===== src/rtl/super_pkg.sv =====
// Shared front-end types: the predecoded instruction record passed from fetch to decode.
package super_pkg;

    localparam int IrFifoDepth = 4;

    typedef struct packed {
        logic [31:0] instr;
        logic [31:0] pc;
        logic        ptaken;
        logic [31:0] ptarget;
        logic [1:0]  errs;
    } ir_reg_t;

    localparam ir_reg_t NULL_IR_REG = '0;

endpackage


===== src/rtl/ir_fifo.sv =====
// Dual-lane in-order instruction queue, fetch -> decode; 1-cycle latency, 0 when IR_FIFO_BYPASS_EN and empty.
// Fetch is stalled unless two entries are free; flush drops contents and same-cycle traffic.
import super_pkg::*;

module ir_fifo #(
    parameter int Depth = IrFifoDepth
) (
    input  logic                         clk_i,
    input  logic                         rst_ni,
    input  logic                         flush_i,
    input  logic [1:0]                   push_valid_i,
    input  logic [2*$bits(ir_reg_t)-1:0] push_data_i,
    output logic                         push_ready_o,
    output logic [1:0]                   pop_valid_o,
    output logic [2*$bits(ir_reg_t)-1:0] pop_data_o,
    input  logic [1:0]                   pop_ack_i,
    output logic [$clog2(Depth):0]       count_o
);

    localparam int W  = $bits(ir_reg_t);
    localparam int PW = $clog2(Depth);
    localparam int CW = PW + 1;

    ir_reg_t       mem_q [Depth];
    logic [PW-1:0] rptr_q, rptr_d, wptr_q, wptr_d;
    logic [CW-1:0] count_q, count_d, n_push, n_pop;
    ir_reg_t       in0, in1, out0, out1;
    logic          push_ready, acc0, acc1, byp, we0, we1;
    logic [1:0]    pop_vld, ack_eff;

    assign in0 = push_data_i[W-1:0];
    assign in1 = push_data_i[2*W-1:W];

    assign push_ready = count_q <= CW'(Depth - 2);
    assign acc0 = push_ready && push_valid_i[0] && !flush_i;
    // A predicted-taken lane0 redirects fetch, so lane1 is on the wrong path.
    assign acc1 = acc0 && push_valid_i[1] && !in0.ptaken;

`ifdef IR_FIFO_BYPASS_EN
    assign byp = (count_q == '0) && !flush_i;
`else
    assign byp = 1'b0;
`endif

    always_comb begin
        pop_vld = {count_q >= CW'(2), count_q != '0};
        out0    = mem_q[rptr_q];
        out1    = mem_q[rptr_q + PW'(1)];
`ifdef IR_FIFO_BYPASS_EN
        if (byp) begin
            pop_vld = {acc1, acc0};
            out0    = in0;
            out1    = in1;
        end
`endif
        if (!pop_vld[0]) out0 = NULL_IR_REG;
        if (!pop_vld[1]) out1 = NULL_IR_REG;
    end

    // Lane1 ack without lane0 is treated as no ack at all.
    assign ack_eff[0] = pop_ack_i[0] & pop_vld[0];
    assign ack_eff[1] = pop_ack_i[1] & pop_ack_i[0] & pop_vld[1];

    assign n_push = CW'(acc0) + CW'(acc1);
    assign n_pop  = CW'(ack_eff[0]) + CW'(ack_eff[1]);
    assign we0    = acc0 && !(byp && ack_eff[0]);
    assign we1    = acc1 && !(byp && ack_eff[1]);

    assign count_d = flush_i ? '0 : count_q + n_push - n_pop;
    assign wptr_d  = flush_i ? '0 : wptr_q + PW'(n_push);
    assign rptr_d  = flush_i ? '0 : rptr_q + PW'(n_pop);

    always_ff @(posedge clk_i or negedge rst_ni) begin
        if (!rst_ni) begin
            count_q <= '0;
            rptr_q  <= '0;
            wptr_q  <= '0;
            for (int i = 0; i < Depth; i++) mem_q[i] <= NULL_IR_REG;
        end else begin
            count_q <= count_d;
            rptr_q  <= rptr_d;
            wptr_q  <= wptr_d;
            if (we0) mem_q[wptr_q]          <= in0;
            if (we1) mem_q[wptr_q + PW'(1)] <= in1;
        end
    end

    assign push_ready_o = push_ready;
    assign pop_valid_o  = pop_vld;
    assign pop_data_o   = {out1, out0};
    assign count_o      = count_q;

`ifndef SYNTHESIS
    a_push_lanes: assert property (@(posedge clk_i) disable iff (!rst_ni) push_valid_i != 2'b10)
        else $error("ir_fifo: illegal push_valid_i=10");
    a_ack_lanes: assert property (@(posedge clk_i) disable iff (!rst_ni) pop_ack_i != 2'b10)
        else $error("ir_fifo: illegal pop_ack_i=10");
    a_ack_valid: assert property (@(posedge clk_i) disable iff (!rst_ni) (pop_ack_i & ~pop_vld) == 2'b00)
        else $error("ir_fifo: ack on invalid lane");
    a_count_max: assert property (@(posedge clk_i) disable iff (!rst_ni) count_q <= CW'(Depth))
        else $error("ir_fifo: occupancy above depth");
`endif

endmodule


===== config.mk =====
export PLATFORM = sky130hd
export DESIGN_NAME = ir_fifo
export DESIGN_NICKNAME = d
export VERILOG_FILES = /design/src/rtl/super_pkg.sv /design/src/rtl/ir_fifo.sv
export SDC_FILE = /design/constraint.sdc
export NUM_CORES = 1
export LEC_CHECK = 0
export CAP_MARGIN = 20
export CORE_MARGIN = 2
export CORE_UTILIZATION = 35
export DETAILED_ROUTE_END_ITERATION = 8
export DONT_BUFFER_PORTS = 1
export PLACE_DENSITY_LB_ADDON = 0.15
export SETUP_SLACK_MARGIN = 0.05
export SLEW_MARGIN = 0
export SYNTH_ARGS = -nofsm -noshare
export SYNTH_HDL_FRONTEND = slang
export SYNTH_SLANG_ARGS = --single-unit

===== constraint.sdc =====
create_clock -name clk_i -period 3.75 [get_ports clk_i]
set_input_delay 0.75 -clock clk_i [delete_from_list [all_inputs] [get_ports clk_i]]
set_output_delay 0.75 -clock clk_i [all_outputs]
set_load 0.1 [all_outputs]

* Word level (Yosys, flattened, before mapping)
Cells that the tools add are included.
** Operators by class
- Add/subtract/negate cells :: 8
- Multiply operators :: 0
- Divide/modulo/power cells :: 0
- Order comparisons :: 8
- Equality and inequality tests :: 0
- Shift-type cells :: 0
- Mux-type cells :: 19
- Bitwise operators :: 7
- Reduce and logical (&&, ||, !) cells :: 9
** Operator list (count)
- $bwmux W396 :: 2
- $mux W396 :: 2
- $mux W99 :: 8
- $bmux W99 S2 :: 2
- $demux W99 S2 :: 2
- $ge A3 B3 Y1 const B :: 4
- $not A2 Y3 :: 4
- $logic_and A1 B1 Y1 :: 6
- $lt A3 B1 Y1 const B :: 2
- $add A1 B1 Y2 :: 2
- $add A2 B1 Y2 const B :: 2
- $add A2 B2 Y2 :: 2
- $mux W2 :: 2
- $add A3 B2 Y3 :: 1
- $and A1 B1 Y1 :: 3
- $ge A3 B2 Y1 const B :: 1
- $le A3 B2 Y1 const B :: 1
- $mux W3 :: 1
- $reduce_bool A3 Y1 :: 1
- $sub A3 B2 Y3 :: 1
- $logic_not A1 Y1 :: 2
** Storage, ports and cells
- Flip-flop bits (word level) :: 403
- Bits in latches :: 0
- RAM bits :: 0
- Memory bits (read-only) :: 0
- Output and inout port bits :: 204
- Word-level logic and storage cells :: 74
- Memories :: 0

* Longest topological paths before layout
Gate-level depths: netlist (run 1).
- Depth in word-level cells :: 9
- Mapped depth :: 13
- Gate-level depth less buffers :: 12

* Worst setup path before layout (run 1)
OpenSTA, ideal clock, no wires.
- Path kind :: reg2out
- Start point :: reg count_q[1] (netlist: count_o[1])
- End point :: out pop_data_o[188]
- Data arrival time :: 3.061 ns
- Path slack :: -0.061 ns
- Stages on the path, launching flop included :: 4
- Path through :: dfrtp_1 > or2_2 > clkbuf_1 > and2_1
** Between the ends
- Longest elaborated chain between the ends :: 2
** Ends and longest elaborated chain
- start, declared :: line ir_fifo.sv:26 : logic [CW-1:0] count_q, count_d, n_push, n_pop;
- start signal, assigned :: line ir_fifo.sv:80 : count_q <= count_d;
- $ge A3 B2 Y1 :: line ir_fifo.sv:46 : pop_vld = {count_q >= CW'(2), count_q != '0};
- net pop_valid_o[1] :: line ir_fifo.sv:14 : output logic [1:0] pop_valid_o,
- $mux W99 :: line ir_fifo.sv:57 : if (!pop_vld[1]) out1 = NULL_IR_REG;
- end, declared :: line ir_fifo.sv:15 : output logic [2*$bits(ir_reg_t)-1:0] pop_data_o,
The timed path passes the listed nets, and every way through them passes these cells.

* Final worst setup path (run 1)
- Start point :: reg rptr_q[0]
- End point :: out pop_data_o[118]
** Between the ends
- Longest elaborated chain between the ends :: 6
** Ends and longest elaborated chain
- start, declared :: line ir_fifo.sv:25 : logic [PW-1:0] rptr_q, rptr_d, wptr_q, wptr_d;
- start signal, assigned :: line ir_fifo.sv:81 : rptr_q <= rptr_d;
- $add A2 B1 Y2 :: line ir_fifo.sv:48 : out1 = mem_q[rptr_q + PW'(1)];
- $not A2 Y3 (implied by the code) :: line ir_fifo.sv:48
- $bmux W99 S2 :: line ir_fifo.sv:48
- $mux W99 (implied by the code) (2 in a row) :: line ir_fifo.sv:48
- $mux W99 :: line ir_fifo.sv:57
No other way between the ends. The select of a mux whose other input is x is not followed.

==> impl_results.md, run 1 <==
- Outcome: finished, violations left
- Failing checks: hold timing, slew limit
- Clock latency on the worst-skew pair: 0.59 ns
- CP cell instances: buf_12, buf_12, mux4_2, and2_1, buf_4
- Slew Limit Fails: 223
- Layout Area Growth over Synthesis: 17.0%
- DP Worst Slack: 0.873 ns
- Top delay family on crit path: buffers and inverters
- Commonest cells after routing, fill and taps aside: dfrtp_1, mux2i_1, nor2_1, a21oi_1, buf_4
- Arrival time of the worst setup path: 2.70 ns
- Input/output buffers: 0
- CP Class: reg2out
- Buffer levels on the longest clock path: 3
- Tmin final: 3.45 ns
- CP bufs+invs: 3
- Row count: 97
- Vias/cell: 5.47
- Die X: 269 µm
- Yosys warnings: 0
- Worst Setup End Kind: primary output
- Die Area: 0.0723 mm²
- Die Ht: 269 µm
- Clock slew at reported path FFs: 0.06 ns
- Critical R2R Launch: count_o[1]
- Starting Density: 35.2%
- CTS resizes: 0
- CP Launch Point: rptr_q[0]
- Worst Hold Class: in2async
- Final Net Count: 2555
- CP max FO: 22
- Hold WS: -0.131 ns
- Root buf cell: clkbuf_16
- Mean Syn Cell Area: 11.0 µm²
- Syn Std Cell Area: 0.0246 mm²
- CTS tree: built
- CP max-delay cell: dfrtp_4
- Number of routed nets with antenna violations: 0
- Max frequency: 0.289 GHz
- Unrepaired setup endpoints after global routing: no
- FF-to-FF path depth: 11
- Slew headroom: -58.5%
- H-tree depth: 2
- CTS Buf Count: 51
- DRC viols: 0
- Routed len/inst: 23.5 µm
- Clock sink count: 403
- Fin crit share: 92.1%
- Gr ovfl total: 0
- Ys async rst share: 100%
- Share of cells above drive strength 1: 22.6%
- Cell mode on critical path: buf_12
- Yosys reg bits: 403
- Final WS setup: 0.295 ns
- Tot GR Track Use: 21.3%
- Sum Neg Setup Slack: 0 ns
- Syn nets: 2446
- Initial DRC count: 1291
- Initial antenna violation count: 1
- Leading cell type in the layout, fill and taps excluded: dfrtp_1
- GP Congestion: 0.777
- Cells after synthesis: 2233
- Setup bufs post-CTS: 0
- Post-synth EDFFs: 0
- Vias in the first global route: 18512
- FILL cells: 6696
- Seq/Total Area, Yosys: 41.1%
- Largest net degree at the start of global routing: 404
- Synth top area share: 41.1%
- Ys flop type: dfrtp_1
- Max_cap viols: 0
- Crit-path max cell delay: 0.63 ns
- Startpoint types: flip-flop
- Post-synth cell types: 31
- Total number of vias: 18187
- I/O pin count: 409
- Setup Skew: 0.0130 ns
- Cell taking the most area after synthesis: dfrtp_1
- Synth top area cells: dfrtp_1, mux4_2, mux2i_1
- Worst Max-Slew Pin Slew: 2.38 ns
- Final WL: 78100 µm
- Router iterations before antenna repair: 5
- Setup violations, final: 0
- Required time worst endpoint: 3.00 ns
- Final hold viol count: 88
- WP depth: 5
- Core area: 0.0698 mm²
- First-pass GRT wire length: 118000 µm
- Detailed Place HPWL: 48000 µm
path summary, 6_finish.rpt:
check                      slack [ns]               to
max in group asynchronous        1.68        rptr_q[1]
min reg2reg                      0.59       mem_q[392]
min                             -0.13       mem_q[387]
max                              0.30  pop_data_o[118]
min in group clk_i               0.23        rptr_q[0]
max reg2reg                      1.00       count_o[2]
cell usage after synthesis, drive strengths merged (6+ instances only):
library cell  instances
clkbuf               66
nor2b                 7
inv                   6
a21oi               297
and2                199
mux2i               396
nor2                303
o21ai                99
buf                 130
ha                    6
dfrtp               403
mux4                198
nand2               100
kinds of logic after synthesis:
logic type	share of synthesized area [%]
adders and majority gates	0.469
DFF	41.1
and+or+nand+nor	11.8
muxes	34.3
AOI/OAI and AO/OA	8.11
buffers and inverters	4.01
xor gates and xnor gates	0.214
state kept, by name (all words and copies together) (netlist names):
register  flops
wptr_q        2
rptr_q        2
mem_q       396
count_o       3
routing by layer:
metal	part of all wire, %	vias to the layer above	global-route usage [%]	wire (µm)
met4	2.7	0	6.49	2130
met2	48	558	35.2	37800
met3	8.0	119	6.09	6240
met5	0	-	0	0
met1	41	9249	27.0	31900
li1	-	8261	-	-
worst reg2reg max path, delay by kind of cell, from the launching register on:
kind                     cells  cell delay (ns)
XOR/XNOR                     2             0.31
AND/OR/NAND/NOR              3             0.65
flip-flops                   1             0.43
buffers and inverters        2             0.11
adder cells (fa/ha/maj)      4             1.14
layout make-up:
type	instances	area (µm²)	share of cell area (%)
tap	940	1180	4.09
inverter	6	22.5	0.0784
timing repair buffer	252	2220	7.71
antenna	3	7.51	0.0261
multi-input combinational	1628	13500	47.1
clock buffer	78	1520	5.29
sequential	403	10100	35.1
clock inverter	13	168	0.583
through the flow:
stage	area (µm²)	util (%)	std cells
floorplan	24600	-	2233
global placement	27000	38.8	3229
detailed placement	27000	38.8	3229
CTS	28700	41.2	3320
global route	28700	41.2	3320
finish	28700	41.2	3323
Power of run 1 is left out: the tool's default activity adds up to more than one toggle a clock period on the data nets, which glitch-free logic cannot reach.
==> inputs of run 2 (changes only) <==
- ABC_CLOCK_PERIOD_IN_PS: not set -> 3750
- SLEW_MARGIN: 0 -> 20
==> results of run 2 <==
Same layout as run 1: the final DEF is identical, and so are final timing and power.
Power of run 2 is left out for the same reason.
